### config.mk
export PLATFORM = sky130hd
export DESIGN_NAME = linecard_rx_arbiter_flat
export DESIGN_NICKNAME = d
export VERILOG_FILES = /design/src/rtl/linecard_rx_arbiter_if.sv /design/src/rtl/linecard_rx_arbiter.sv /design/src/flat_wrapper.sv
export SDC_FILE = /design/constraint.sdc
export NUM_CORES = 1
export LEC_CHECK = 0
export CAP_MARGIN = 20
export CORE_AREA = 2 2 427 429
export DETAILED_ROUTE_END_ITERATION = 12
export DIE_AREA = 0 0 429 431
export SYNTH_ARGS = -nofsm -noshare
export SYNTH_HDL_FRONTEND = slang
export SYNTH_SLANG_ARGS = --single-unit
export TNS_END_PERCENT = 20
### constraint.sdc
create_clock -name aclk -period 8.15 [get_ports aclk]
set_input_delay 1.2225 -clock aclk [delete_from_list [all_inputs] [get_ports aclk]]
set_output_delay 1.2225 -clock aclk [all_outputs]
set_load 0.05 [all_outputs]
### src/rtl/linecard_rx_arbiter_if.sv
// Receive/merged-stream bundle for the line card rx arbiter.
// Per-port AXI-stream inputs packed side by side, one tagged output stream.
interface linecard_rx_arbiter_if #(
  parameter int NUM_PORTS     = 24,
  parameter int DATA_WIDTH    = 32,
  parameter int PORT_ID_WIDTH = 5
);
  logic [NUM_PORTS-1:0]              rx_tvalid;
  logic [NUM_PORTS-1:0]              rx_tready;
  logic [NUM_PORTS*DATA_WIDTH-1:0]   rx_tdata;
  logic [NUM_PORTS*DATA_WIDTH/8-1:0] rx_tkeep;
  logic [NUM_PORTS-1:0]              rx_tlast;
  logic [NUM_PORTS-1:0]              rx_tuser;
  logic                              tx_tvalid;
  logic                              tx_tready;
  logic [DATA_WIDTH-1:0]             tx_tdata;
  logic [DATA_WIDTH/8-1:0]           tx_tkeep;
  logic                              tx_tlast;
  logic                              tx_tuser;
  logic [PORT_ID_WIDTH-1:0]          tx_tid;

  modport slave (
    input  rx_tvalid, rx_tdata, rx_tkeep, rx_tlast, rx_tuser,
    input  tx_tready,
    output rx_tready,
    output tx_tvalid, tx_tdata, tx_tkeep, tx_tlast, tx_tuser, tx_tid
  );

  modport master (
    output rx_tvalid, rx_tdata, rx_tkeep, rx_tlast, rx_tuser,
    output tx_tready,
    input  rx_tready,
    input  tx_tvalid, tx_tdata, tx_tkeep, tx_tlast, tx_tuser, tx_tid
  );
endinterface

### src/rtl/linecard_rx_arbiter.sv
// Packet-atomic N-port rx arbiter: merges per-port streams into one
// tagged stream, drains disabled ports at frame boundaries.
module linecard_rx_arbiter #(
  parameter int NUM_PORTS     = 24,
  parameter int DATA_WIDTH    = 32,
  parameter int PORT_ID_WIDTH = 5,
  parameter int BASE_PORT     = 0,
  parameter int ARB_MODE      = 0
) (
  input  logic                 aclk,
  input  logic                 areset_n,
  input  logic [NUM_PORTS-1:0] port_enable,
  linecard_rx_arbiter_if.slave bus,
  output logic [31:0]          fwd_frames,
  output logic [31:0]          drop_frames
);
  localparam int IW = $clog2(NUM_PORTS);
  localparam int KW = DATA_WIDTH / 8;

  typedef enum logic {IDLE, GRANT} state_t;

  state_t               state;
  logic [IW-1:0]        gnt;
  logic [IW-1:0]        ptr;
  logic [IW-1:0]        win;
  logic                 found;
  int                   j;
  logic [NUM_PORTS-1:0] mode;
  logic [NUM_PORTS-1:0] in_frame;
  logic [NUM_PORTS-1:0] in_frame_nxt;
  logic [NUM_PORTS-1:0] req;
  logic [NUM_PORTS-1:0] sel;
  logic [NUM_PORTS-1:0] rdy;
  logic [NUM_PORTS-1:0] rx_hs;
  logic [NUM_PORTS-1:0] drain_last;
  logic                 granted;
  logic                 tx_hs_last;
  logic [31:0]          drop_inc;
  logic [31:0]          tid_sum;

  assign granted = (state == GRANT);
  assign req     = bus.rx_tvalid & mode;
  assign tid_sum = 32'(BASE_PORT) + 32'(gnt);

  always_comb begin
    bus.tx_tvalid = granted & bus.rx_tvalid[gnt];
    bus.tx_tdata  = bus.rx_tdata[gnt*DATA_WIDTH +: DATA_WIDTH];
    bus.tx_tkeep  = bus.rx_tkeep[gnt*KW +: KW];
    bus.tx_tlast  = granted & bus.rx_tlast[gnt];
    bus.tx_tuser  = granted & bus.rx_tuser[gnt];
    bus.tx_tid    = granted ? tid_sum[PORT_ID_WIDTH-1:0] : '0;
  end

  assign tx_hs_last = bus.tx_tvalid & bus.tx_tready & bus.tx_tlast;

  // The granted port follows tx_tready even if it was disabled while
  // waiting, so a granted frame is never split between tx and drain.
  always_comb begin
    sel          = '0;
    rdy          = '0;
    rx_hs        = '0;
    in_frame_nxt = in_frame;
    drain_last   = '0;
    drop_inc     = '0;
    for (int i = 0; i < NUM_PORTS; i++) begin
      sel[i]          = granted && (gnt == IW'(i));
      rdy[i]          = sel[i] ? bus.tx_tready : ~mode[i];
      rx_hs[i]        = bus.rx_tvalid[i] & rdy[i];
      if (rx_hs[i])
        in_frame_nxt[i] = ~bus.rx_tlast[i];
      drain_last[i]   = rx_hs[i] & bus.rx_tlast[i]
                      & ~mode[i] & ~sel[i];
      drop_inc        = drop_inc + 32'(drain_last[i]);
    end
  end

  assign bus.rx_tready = rdy;

  always_comb begin
    win   = '0;
    found = 1'b0;
    j     = 0;
    if (ARB_MODE == 0) begin
      for (int k = 0; k < NUM_PORTS; k++) begin
        j = int'(ptr) + k;
        if (j >= NUM_PORTS)
          j = j - NUM_PORTS;
        if (!found && req[j]) begin
          win   = IW'(j);
          found = 1'b1;
        end
      end
    end else begin
      for (int k = NUM_PORTS - 1; k >= 0; k--)
        if (req[k])
          win = IW'(k);
    end
  end

  always_ff @(posedge aclk or negedge areset_n) begin
    if (!areset_n) begin
      state       <= IDLE;
      gnt         <= '0;
      ptr         <= '0;
      mode        <= '1;
      in_frame    <= '0;
      fwd_frames  <= '0;
      drop_frames <= '0;
    end else begin
      in_frame    <= in_frame_nxt;
      // Mode only follows enable at a frame boundary.
      mode        <= (mode & in_frame_nxt)
                   | (port_enable & ~in_frame_nxt);
      fwd_frames  <= fwd_frames + 32'(tx_hs_last);
      drop_frames <= drop_frames + drop_inc;
      case (state)
        IDLE: begin
          if (|req) begin
            gnt   <= win;
            state <= GRANT;
          end
        end
        GRANT: begin
          if (tx_hs_last) begin
            state <= IDLE;
            ptr   <= (gnt == IW'(NUM_PORTS - 1)) ? '0
                   : gnt + 1'b1;
          end
        end
        default: state <= IDLE;
      endcase
    end
  end
endmodule

### src/flat_wrapper.sv
// flat-port wrapper written by rule: the top's interface ports become plain ports
module linecard_rx_arbiter_flat 
#(
  parameter int NUM_PORTS     = 24,
  parameter int DATA_WIDTH    = 32,
  parameter int PORT_ID_WIDTH = 5,
  parameter int BASE_PORT     = 0,
  parameter int ARB_MODE      = 0
)
  (aclk, areset_n, port_enable, fwd_frames, drop_frames, bus_rx_tvalid, bus_rx_tdata, bus_rx_tkeep, bus_rx_tlast, bus_rx_tuser, bus_tx_tready, bus_rx_tready, bus_tx_tvalid, bus_tx_tdata, bus_tx_tkeep, bus_tx_tlast, bus_tx_tuser, bus_tx_tid);
  linecard_rx_arbiter_if #(.NUM_PORTS(NUM_PORTS), .DATA_WIDTH(DATA_WIDTH), .PORT_ID_WIDTH(PORT_ID_WIDTH)) bus_i ();
  input  logic aclk;
  input  logic areset_n;
  input  logic [NUM_PORTS-1:0] port_enable;
  output logic [31:0] fwd_frames;
  output logic [31:0] drop_frames;
  input wire logic [$bits(bus_i.rx_tvalid)-1:0] bus_rx_tvalid;
  input wire logic [$bits(bus_i.rx_tdata)-1:0] bus_rx_tdata;
  input wire logic [$bits(bus_i.rx_tkeep)-1:0] bus_rx_tkeep;
  input wire logic [$bits(bus_i.rx_tlast)-1:0] bus_rx_tlast;
  input wire logic [$bits(bus_i.rx_tuser)-1:0] bus_rx_tuser;
  input wire logic [$bits(bus_i.tx_tready)-1:0] bus_tx_tready;
  output wire logic [$bits(bus_i.rx_tready)-1:0] bus_rx_tready;
  output wire logic [$bits(bus_i.tx_tvalid)-1:0] bus_tx_tvalid;
  output wire logic [$bits(bus_i.tx_tdata)-1:0] bus_tx_tdata;
  output wire logic [$bits(bus_i.tx_tkeep)-1:0] bus_tx_tkeep;
  output wire logic [$bits(bus_i.tx_tlast)-1:0] bus_tx_tlast;
  output wire logic [$bits(bus_i.tx_tuser)-1:0] bus_tx_tuser;
  output wire logic [$bits(bus_i.tx_tid)-1:0] bus_tx_tid;
  assign bus_i.rx_tvalid = bus_rx_tvalid;
  assign bus_i.rx_tdata = bus_rx_tdata;
  assign bus_i.rx_tkeep = bus_rx_tkeep;
  assign bus_i.rx_tlast = bus_rx_tlast;
  assign bus_i.rx_tuser = bus_rx_tuser;
  assign bus_i.tx_tready = bus_tx_tready;
  assign bus_rx_tready = bus_i.rx_tready;
  assign bus_tx_tvalid = bus_i.tx_tvalid;
  assign bus_tx_tdata = bus_i.tx_tdata;
  assign bus_tx_tkeep = bus_i.tx_tkeep;
  assign bus_tx_tlast = bus_i.tx_tlast;
  assign bus_tx_tuser = bus_i.tx_tuser;
  assign bus_tx_tid = bus_i.tx_tid;
  linecard_rx_arbiter #(.NUM_PORTS(NUM_PORTS), .DATA_WIDTH(DATA_WIDTH), .PORT_ID_WIDTH(PORT_ID_WIDTH), .BASE_PORT(BASE_PORT), .ARB_MODE(ARB_MODE)) u_core (.aclk(aclk), .areset_n(areset_n), .port_enable(port_enable), .bus(bus_i), .fwd_frames(fwd_frames), .drop_frames(drop_frames));
endmodule
==> impl_metrics.py <==
metrics = {
    "clock_tree": {
        "hold_buffers": 0,
        "post_cts_resized": 0,
        "clk_pin_slew_ns": 0.06,
        "clk_latency_ns": 0.45,
        "postCtsSetupBuffers": 0,
        "cts-buffers-inserted": 17,
        "cts-root-buf": "clkbuf_16",
        "cts.path.max_buffers": 2,
        "htreeDepth": 4,
        "cts_tree": "yes",
        "clkSinkCount": 123,
    },
    "worst_setup_path": {
        "crit_required_ns": 8.48,
        "slowest_delay_ns": 0.63,
        "regToRegSetupSlack_ns": 0.56,
        "critPathArrivalTime_ns": 7.92,
        "crit_slowest_cell": "nor2b_1",
        "r2r_cells": 24,
        "crit_type": "reg -> reg",
        "r2r_start": "u_core.granted",
        "cp_max_fo": 11,
        "r2r-end": "u_core.drop_frames[29]",
        "critPathCaptureType": "flop",
        "startpoint_type": "flop",
        "crit_chain": "nor2b_1 -> and2_1 -> nand2_1 -> and4b_1 -> ha_1 -> inv_1 -> fa_1 -> fa_1 -> fa_1 -> fa_1 -> fa_1 -> inv_1 -> ha_1 -> a21o_1 -> a21oi_1 -> o21bai_1 -> a21oi_1 -> o21bai_1 -> a21oi_1 -> nand2b_1 -> or2_2 -> nor2_1 -> nand4_1 -> xnor2_1",
        "cpMostUsedCell": "fa_1",
    },
    "layout": {
        "nFillCells": 19830,
        "area_growth_pct": 72.80,
        "multi_input_area_mm2": 0.01553,
        "stdcell_count": 5384,
        "nNetsFinal": 4023,
        "drive_above_1_share_pct": 16.35,
        "regArea_mm2": 0.003126,
    },
    "pwr": {
        "combPwrFrac_pct": 87.3,
        "powerDensity_mw_per_mm2": 430.8,
        "leakage_nw": 11.85,
        "p_int_mw": 6.052,
        "switching_power_mw": 8.537,
        "p_sw_share_pct": 58.52,
        "clkPwrFrac_pct": 5.1,
        "ir_drop_mv": 0.2150,
        "p_seq_share_pct": 7.6,
    },
    "grt": {
        "grt-ovfl-total": 0,
        "grt_max_degree": 71,
        "antenna_found_initial": 73,
        "grt_pass1_vias": 23330,
        "grt_use_total_pct": 16.62,
        "grt_pass1_wl_um": 210600,
    },
    "min_path": {
        "hp-class": "reg -> reg",
        "hold_start": "u_core.fwd_frames[31]",
        "holdPathStages": 1,
        "min_to": "u_core.fwd_frames[31]",
    },
    "run": {
        "maxCapViolCount": 0,
    },
    "floorplanning": {
        "ios": 1095,
        "die_h_um": 431,
        "die-area_mm2": 0.1849,
        "coreArea_mm2": 0.1802,
        "initial_core_util_pct": 10.88,
        "die_x_um": 429,
        "rows": 156,
    },
    "logic_synthesis": {
        "synth.top_cell.area_share_pct": 33.21,
        "synth-seq-area-share_pct": 15.86,
        "syn_nets": 3009,
        "synthDistinctLibCells": 107,
        "ys_async_sr_fraction_pct": 100.0,
        "synth-main-ff-cell": "dfrtp_1",
        "postSynthCellCount": 1964,
        "yosys_warnings": 0,
        "netlist_area_mm2": 0.01960,
        "synth_edf_count": 0,
        "ys_top_cells_by_area": "mux4_2 (33%), dfrtp_1 (13%), ha_1 (4.1%)",
        "syn_area_per_cell_um2": 9.979,
        "synth_top_area_cell": "mux4_2",
        "synth-seq-cells": 123,
    },
    "drt": {
        "drtPass1Iterations": 6,
        "wirelength_um": 161300,
        "via_count": 23530,
        "drt_iter0_markers": 2518,
        "route.detailed.drc": 0,
        "wire_per_inst_um": 29.95,
        "antenna_left": 0,
        "drt-vias-per-instance": 4.371,
    },
    "placement": {
        "dp.cells": 5329,
        "port_buffers": 1094,
        "place.gp.congestion": 1.009,
        "dp_hpwl_um": 141800,
    },
    "sta": {
        "hold_viol": 0,
        "tns_ns": 0,
        "slew_viol_final": 0,
        "setup_viol": 0,
        "tightest_slew_ns": 1.117,
        "period_share_pct": 93.09,
        "slew_headroom_pct": 23.59,
        "clock_skew_ns": 0.009978,
        "holdWs_ns": 0.4754,
        "period_needed_ns": 7.587,
        "rsz0062_at_grt": "false",
        "fmax_ghz": 0.1318,
    },
    "outcome": {
        "status": "finished clean",
    },
}
==> area by class of cell <==
type	instances	share of cell area, %
diodes	23	0.1699
clock buffers	17	1.256
clock inverters	15	0.4138
inverters	74	0.8202
multi-input cells	1619	45.87
flip-flops and latches	123	9.229
well taps	2370	8.756
repair buffers	1143	33.49
==> routing by layer <==
metal	routed length, um	share of wire (%)	vias up	GRT usage (%)
met1	63460	39	11950	20.72
met2	77670	48	1475	28.03
met4	8113	5.0	32	7.125
met5	208	0.13	-	0
li1	-	-	9827	-
met3	11820	7.3	246	2.964
==> cell usage after synthesis (9+ instances only) <==
| cell | n |
|---|---|
| a2111oi_0 | 9 |
| a211o_1 | 10 |
| a211oi_1 | 9 |
| a21boi_0 | 10 |
| a21o_1 | 16 |
| a21oi_1 | 75 |
| a221oi_1 | 42 |
| and2_1 | 19 |
| and3_1 | 21 |
| and4b_1 | 9 |
| buf_1 | 36 |
| buf_2 | 18 |
| buf_6 | 11 |
| clkbuf_1 | 75 |
| dfrtp_1 | 99 |
| dfstp_2 | 24 |
| fa_1 | 18 |
| ha_1 | 64 |
| inv_1 | 69 |
| mux2_2 | 34 |
| mux2i_1 | 22 |
| mux4_2 | 289 |
| nand2_1 | 189 |
| nand2b_1 | 12 |
| nand3_1 | 81 |
| nand3b_1 | 9 |
| nand4_1 | 39 |
| nand4b_1 | 18 |
| nor2_1 | 171 |
| nor2b_1 | 21 |
| nor3_1 | 30 |
| nor4_1 | 11 |
| o2111ai_1 | 15 |
| o211ai_1 | 23 |
| o21a_1 | 17 |
| o21ai_0 | 86 |
| o21bai_1 | 9 |
| o22ai_1 | 11 |
| o31ai_1 | 11 |
| or2_2 | 10 |
| or3_1 | 10 |
| xnor2_1 | 60 |
| xor2_1 | 16 |
==> worst max-delay path by stage <==
stage	startpoint	end	cells after the start
after floorplan	u_core.gnt[1]	u_core.drop_frames[28]	31
after global placement	bus_rx_tvalid[0]	u_core.drop_frames[29]	22
after detailed placement	bus_rx_tvalid[0]	u_core.drop_frames[29]	22
after CTS	u_core.granted	u_core.drop_frames[29]	24
after global routing	u_core.granted	u_core.drop_frames[29]	24
final	u_core.granted	u_core.drop_frames[29]	24
==> power by group through the flow <==
stage / logic, mW / clock network (mW) / registers [mW]
CTS: 12.6 / 0.755 / 1.09
global placement: 12.5 / 0 / 1.09
floorplan: 7.95 / 0 / 1.06
global route: 13.4 / 0.784 / 1.12
detailed placement: 12.5 / 0 / 1.10
finish: 12.7 / 0.746 / 1.10
==> through the flow <==
step                      instance area, um2  util [%]  total power [mW]  worst slack, ns
after global routing                   33860     18.79             15.26           0.2837
after detailed placement               33240     18.45             13.63           0.5618
after CTS                              33810     18.77             14.42           0.6991
after floorplan                        19600         -             9.010           0.2483
final                                  33870     18.80             14.59           0.5634
after global placement                 33240     18.45             13.60           0.5989
==> cells by family (layout without fill, tap and decap cells) <==
group | Yosys count | after routing | share of synthesized area [%]
compound gates | 425 | 425 | 15.23
xor+xnor | 82 | 82 | 3.952
fa+ha+maj | 82 | 82 | 5.924
buf+inv | 222 | 1249 | 4.967
flops | 123 | 123 | 15.86
mux | 346 | 346 | 36.42
other cells | 0 | 23 | 0
simple gates | 684 | 684 | 17.65
==> layout by cell type, fill, tap and decap left out, drive strengths merged, types with 24 or more instances in the layout <==
cell type,synthesis,final
mux4,290,290
nor2,171,171
mux2,34,34
buf,72,50
nand4,42,42
nand2,189,189
ha,64,64
inv,72,77
o21ai,91,91
a21oi,77,77
nor3,31,31
dfrtp,99,99
nand3,82,82
xnor2,65,65
clkdlybuf4s50,0,1093
a221oi,42,42
dfstp,24,24
==> critical path, delay by kind of cell (launching register included) <==
kind                       cells  cell delay (ns)
adders and majority gates      7             3.19
and+or+nand+nor                8             2.34
AOI/OAI and AO/OA              6             1.08
DFF                            1             0.58
xor gates and xnor gates       1             0.15
buffers and inverters          2             0.11
Power figures use the tool's default switching activity.
==> patch 1: new RTL, same settings <==
Make the reset (`areset_n`) synchronous in one clocked block.
--- a/src/rtl/linecard_rx_arbiter.sv
+++ b/src/rtl/linecard_rx_arbiter.sv
@@ -97,7 +97,7 @@
     end
   end
 
-  always_ff @(posedge aclk or negedge areset_n) begin
+  always_ff @(posedge aclk) begin
     if (!areset_n) begin
       state       <= IDLE;
       gnt         <= '0;
Check against the original RTL: not settled (the Yosys comparison gave no result); the edit may change what the design does.
==> patch 1 against the unedited design <==
Sequential cell count unchanged; setup slack better by 0.45 ns; via count up 1.0%; first-iteration DRC count up 5.1%; die area unchanged; area after synthesis down 0.38%; maximum frequency up 6.3%; cell area down 0.48%; routed wire length down 4.3%; highest routed layer unchanged.
Power is left out: it rests on default switching activity, and per cell area and clock period it moved more than threefold.
==> patch 1: results (changes against the unedited design) <==
- Worst R2R End: u_core.drop_frames[31] (was u_core.drop_frames[29])
- Largest net degree at the start of global routing: 102 (was 71)
- Metal1 wirelength: 59500 um (was 63500 um)
- CP arrival: 7.44 ns (was 7.92 ns)
- Placed inst area: 33100 um^2 (was 33200 um^2)
- Vias in the first global route: 23.2k (was 23.3k)
- Clk_skew: 0.0109 ns (was 0.00998 ns)
- Setup slack at placement: 0.727 ns (was 0.562 ns)
- Worst Path Max Fanout: 13 (was 11)
- Status: finished clean (unchanged)
- Met3 Track Usage GR: 4.16% (was 2.96%)
- Mean Syn Cell Area: 9.31 um^2 (was 9.98 um^2)
- Total Routing Usage GR: 15.8% (was 16.6%)
- Ranking of synthesized cells by area: mux4_2 (33%), dfxtp_1 (13%), nand2_1 (4.2%) (was mux4_2 (33%), dfrtp_1 (13%), ha_1 (4.1%))
- M2 GR Usage: 26.1% (was 28.0%)
- Top FF cell, synth: dfxtp_1 (was dfrtp_1)
- Dpl cells: 5442 (was 5329)
- Distinct cells, synth: 110 (was 107)
- Hold depth: 2 (was 1)
- Post-Synth Adder-Cell Area: 5.95% (was 5.92%)
- WL met3: 14200 um (was 11800 um)
- Share of cells above drive strength 1: 14.0% (was 16.3%)
- Post-DR vias/cell: 4.32 (was 4.37)
- Initial antenna violation count: 64 (was 73)
- Layout Nets: 4136 (was 4023)
- Async S/R FF share, synth: 0% (was 100%)
- Sequential fraction of the synthesis area: 12.6% (was 15.9%)
- First-pass GRT wire length: 202000 um (was 211000 um)
- # fillers: 19.8k (about the same)
==> patch 1: area by class of cell <==
type                            instances  area (um^2)  area share, %
Clock inverter                         14          158          0.468
Sequential cell                       123         2490           7.38
Inverter                               64          240          0.713
Antenna cell                           25         62.6          0.186
Timing Repair Buffer                 1131        11300           33.4
Clock buffer                           17          425           1.26
Tap cell                             2370         2970           8.80
Multi-Input combinational cell       1754        16100           47.8
==> patch 1: worst max path at each step <==
stage,cells past startpoint,startpoint,end,slack [ns]
finish,24,u_core.granted,u_core.drop_frames[31],1.02
global route,24,u_core.granted,u_core.drop_frames[31],0.45
CTS,24,u_core.granted,u_core.drop_frames[31],1.05
detailed placement,22,bus_rx_tlast[0],u_core.drop_frames[31],0.73
global placement,22,bus_rx_tlast[0],u_core.drop_frames[31],0.73
floorplan,31,u_core.gnt[0],u_core.drop_frames[28],0.23
==> patch 2: new RTL, same settings <==
Without the edit above. `PORT_ID_WIDTH` is set to 5 in 3 places; all go to 4.
--- a/src/rtl/linecard_rx_arbiter_if.sv
+++ b/src/rtl/linecard_rx_arbiter_if.sv
@@ -3,7 +3,7 @@
 interface linecard_rx_arbiter_if #(
   parameter int NUM_PORTS     = 24,
   parameter int DATA_WIDTH    = 32,
-  parameter int PORT_ID_WIDTH = 5
+  parameter int PORT_ID_WIDTH = 4
 );
   logic [NUM_PORTS-1:0]              rx_tvalid;
   logic [NUM_PORTS-1:0]              rx_tready;
--- a/src/rtl/linecard_rx_arbiter.sv
+++ b/src/rtl/linecard_rx_arbiter.sv
@@ -3,7 +3,7 @@
 module linecard_rx_arbiter #(
   parameter int NUM_PORTS     = 24,
   parameter int DATA_WIDTH    = 32,
-  parameter int PORT_ID_WIDTH = 5,
+  parameter int PORT_ID_WIDTH = 4,
   parameter int BASE_PORT     = 0,
   parameter int ARB_MODE      = 0
 ) (
--- a/src/flat_wrapper.sv
+++ b/src/flat_wrapper.sv
@@ -3,7 +3,7 @@
 #(
   parameter int NUM_PORTS     = 24,
   parameter int DATA_WIDTH    = 32,
-  parameter int PORT_ID_WIDTH = 5,
+  parameter int PORT_ID_WIDTH = 4,
   parameter int BASE_PORT     = 0,
   parameter int ARB_MODE      = 0
 )
Interface: changed (resized bus_tx_tid); port bits go from 1095 to 1094. No check against the original RTL was run, so the function may have changed too.
==> patch 2 against the unedited design <==
Area after synthesis shrank 0.75%; cell area shrank 0.26%; sequential cell count is the same; worst hold slack gained 0.0029 ns; power is essentially flat; sequential share of layout area is essentially flat; critical path depth is the same; first-iteration DRC count shrank 2.6%; routed wire length grew 2.9%; setup slack gained 0.65 ns; clock skew grew 0.011 ns.
==> patch 2: results (changes against the unedited design) <==
- Status: finished clean (unchanged)
- Placed inst area: 33100 um^2 (was 33200 um^2)
- Layout Nets: 3988 (was 4023)
- Endpoint, Worst Hold: u_core.drop_frames[31] (was u_core.fwd_frames[31])
- Dpl cells: 5294 (was 5329)
- Internal cell power: 6.14 mW (was 6.05 mW)
- DP Wirelength: 146000 um (was 142000 um)
- Post-Synth Adder-Cell Area: 5.97% (was 5.92%)
- Hold_ws: 0.478 ns (was 0.475 ns)
- Met2 wire length: 83800 um (was 77700 um)
- Total Routing Usage GR: 17.1% (was 16.6%)
- Vias in the first global route: 22.5k (was 23.3k)
- HP Start: u_core.drop_frames[31] (was u_core.fwd_frames[31])
- Worst reg2reg startpoint: u_core.gnt[1] (was u_core.granted)
- Worst Path Max Fanout: 17 (was 11)
- Initial antenna violation count: 108 (was 73)
- Post-synthesis mux area share: 37.5% (was 36.4%)
- Drt total wl: 166000 um (was 161000 um)
- Clock Power Share: 5.6% (was 5.1%)
- Reg2Reg Setup Slack: 1.22 ns (was 0.56 ns)
- CP arrival: 7.30 ns (was 7.92 ns)
- Setup slack at placement: 0.869 ns (was 0.562 ns)
- Leak pwr: 12.0 nW (was 11.9 nW)
- Synth cell count leaders: mux4_2 (291), nand2_1 (177), nor2_1 (167) (was mux4_2 (289), nand2_1 (189), nor2_1 (171))
- Ranking of synthesized cells by area: mux4_2 (34%), dfrtp_1 (13%), ha_1 (4.1%) (was mux4_2 (33%), dfrtp_1 (13%), ha_1 (4.1%))
- Synth Area in XOR/XNOR: 3.95% (about the same)
- Worst R2R End: u_core.drop_frames[30] (was u_core.drop_frames[29])
- Post-synth net total: 2984 (was 3009)
- First-pass GRT wire length: 213000 um (was 211000 um)
- VDD IR max: 0.000310 V (was 0.000215 V)
- Sequential fraction of the synthesis area: 16.0% (was 15.9%)
- Metal1 wirelength: 60200 um (was 63500 um)
[patch 2: how the worst max path moves through the flow]
stage / startpoint / depth (start not counted) / end
3_5_place_dp: bus_rx_tvalid[1] / 22 / u_core.drop_frames[30]
4_1_cts: u_core.gnt[1] / 24 / u_core.drop_frames[30]
3_3_place_gp: bus_rx_tvalid[0] / 22 / u_core.drop_frames[30]
6_report: u_core.gnt[1] / 24 / u_core.drop_frames[30]
2_1_floorplan: u_core.gnt[1] / 30 / u_core.drop_frames[24]
5_1_grt: u_core.gnt[1] / 24 / u_core.drop_frames[30]
[patch 2: layout make-up]
| cell class | instances | area [um^2] | area share [%] |
|---|---|---|---|
| Antenna cell | 48 | 120 | 0.356 |
| Clock buffer | 18 | 439 | 1.30 |
| Clock inverter | 14 | 160 | 0.474 |
| Inverter | 72 | 270 | 0.800 |
| Multi-Input combinational cell | 1595 | 15400 | 45.6 |
| Sequential cell | 123 | 3130 | 9.27 |
| Tap cell | 2370 | 2970 | 8.78 |
| Timing Repair Buffer | 1134 | 11300 | 33.4 |
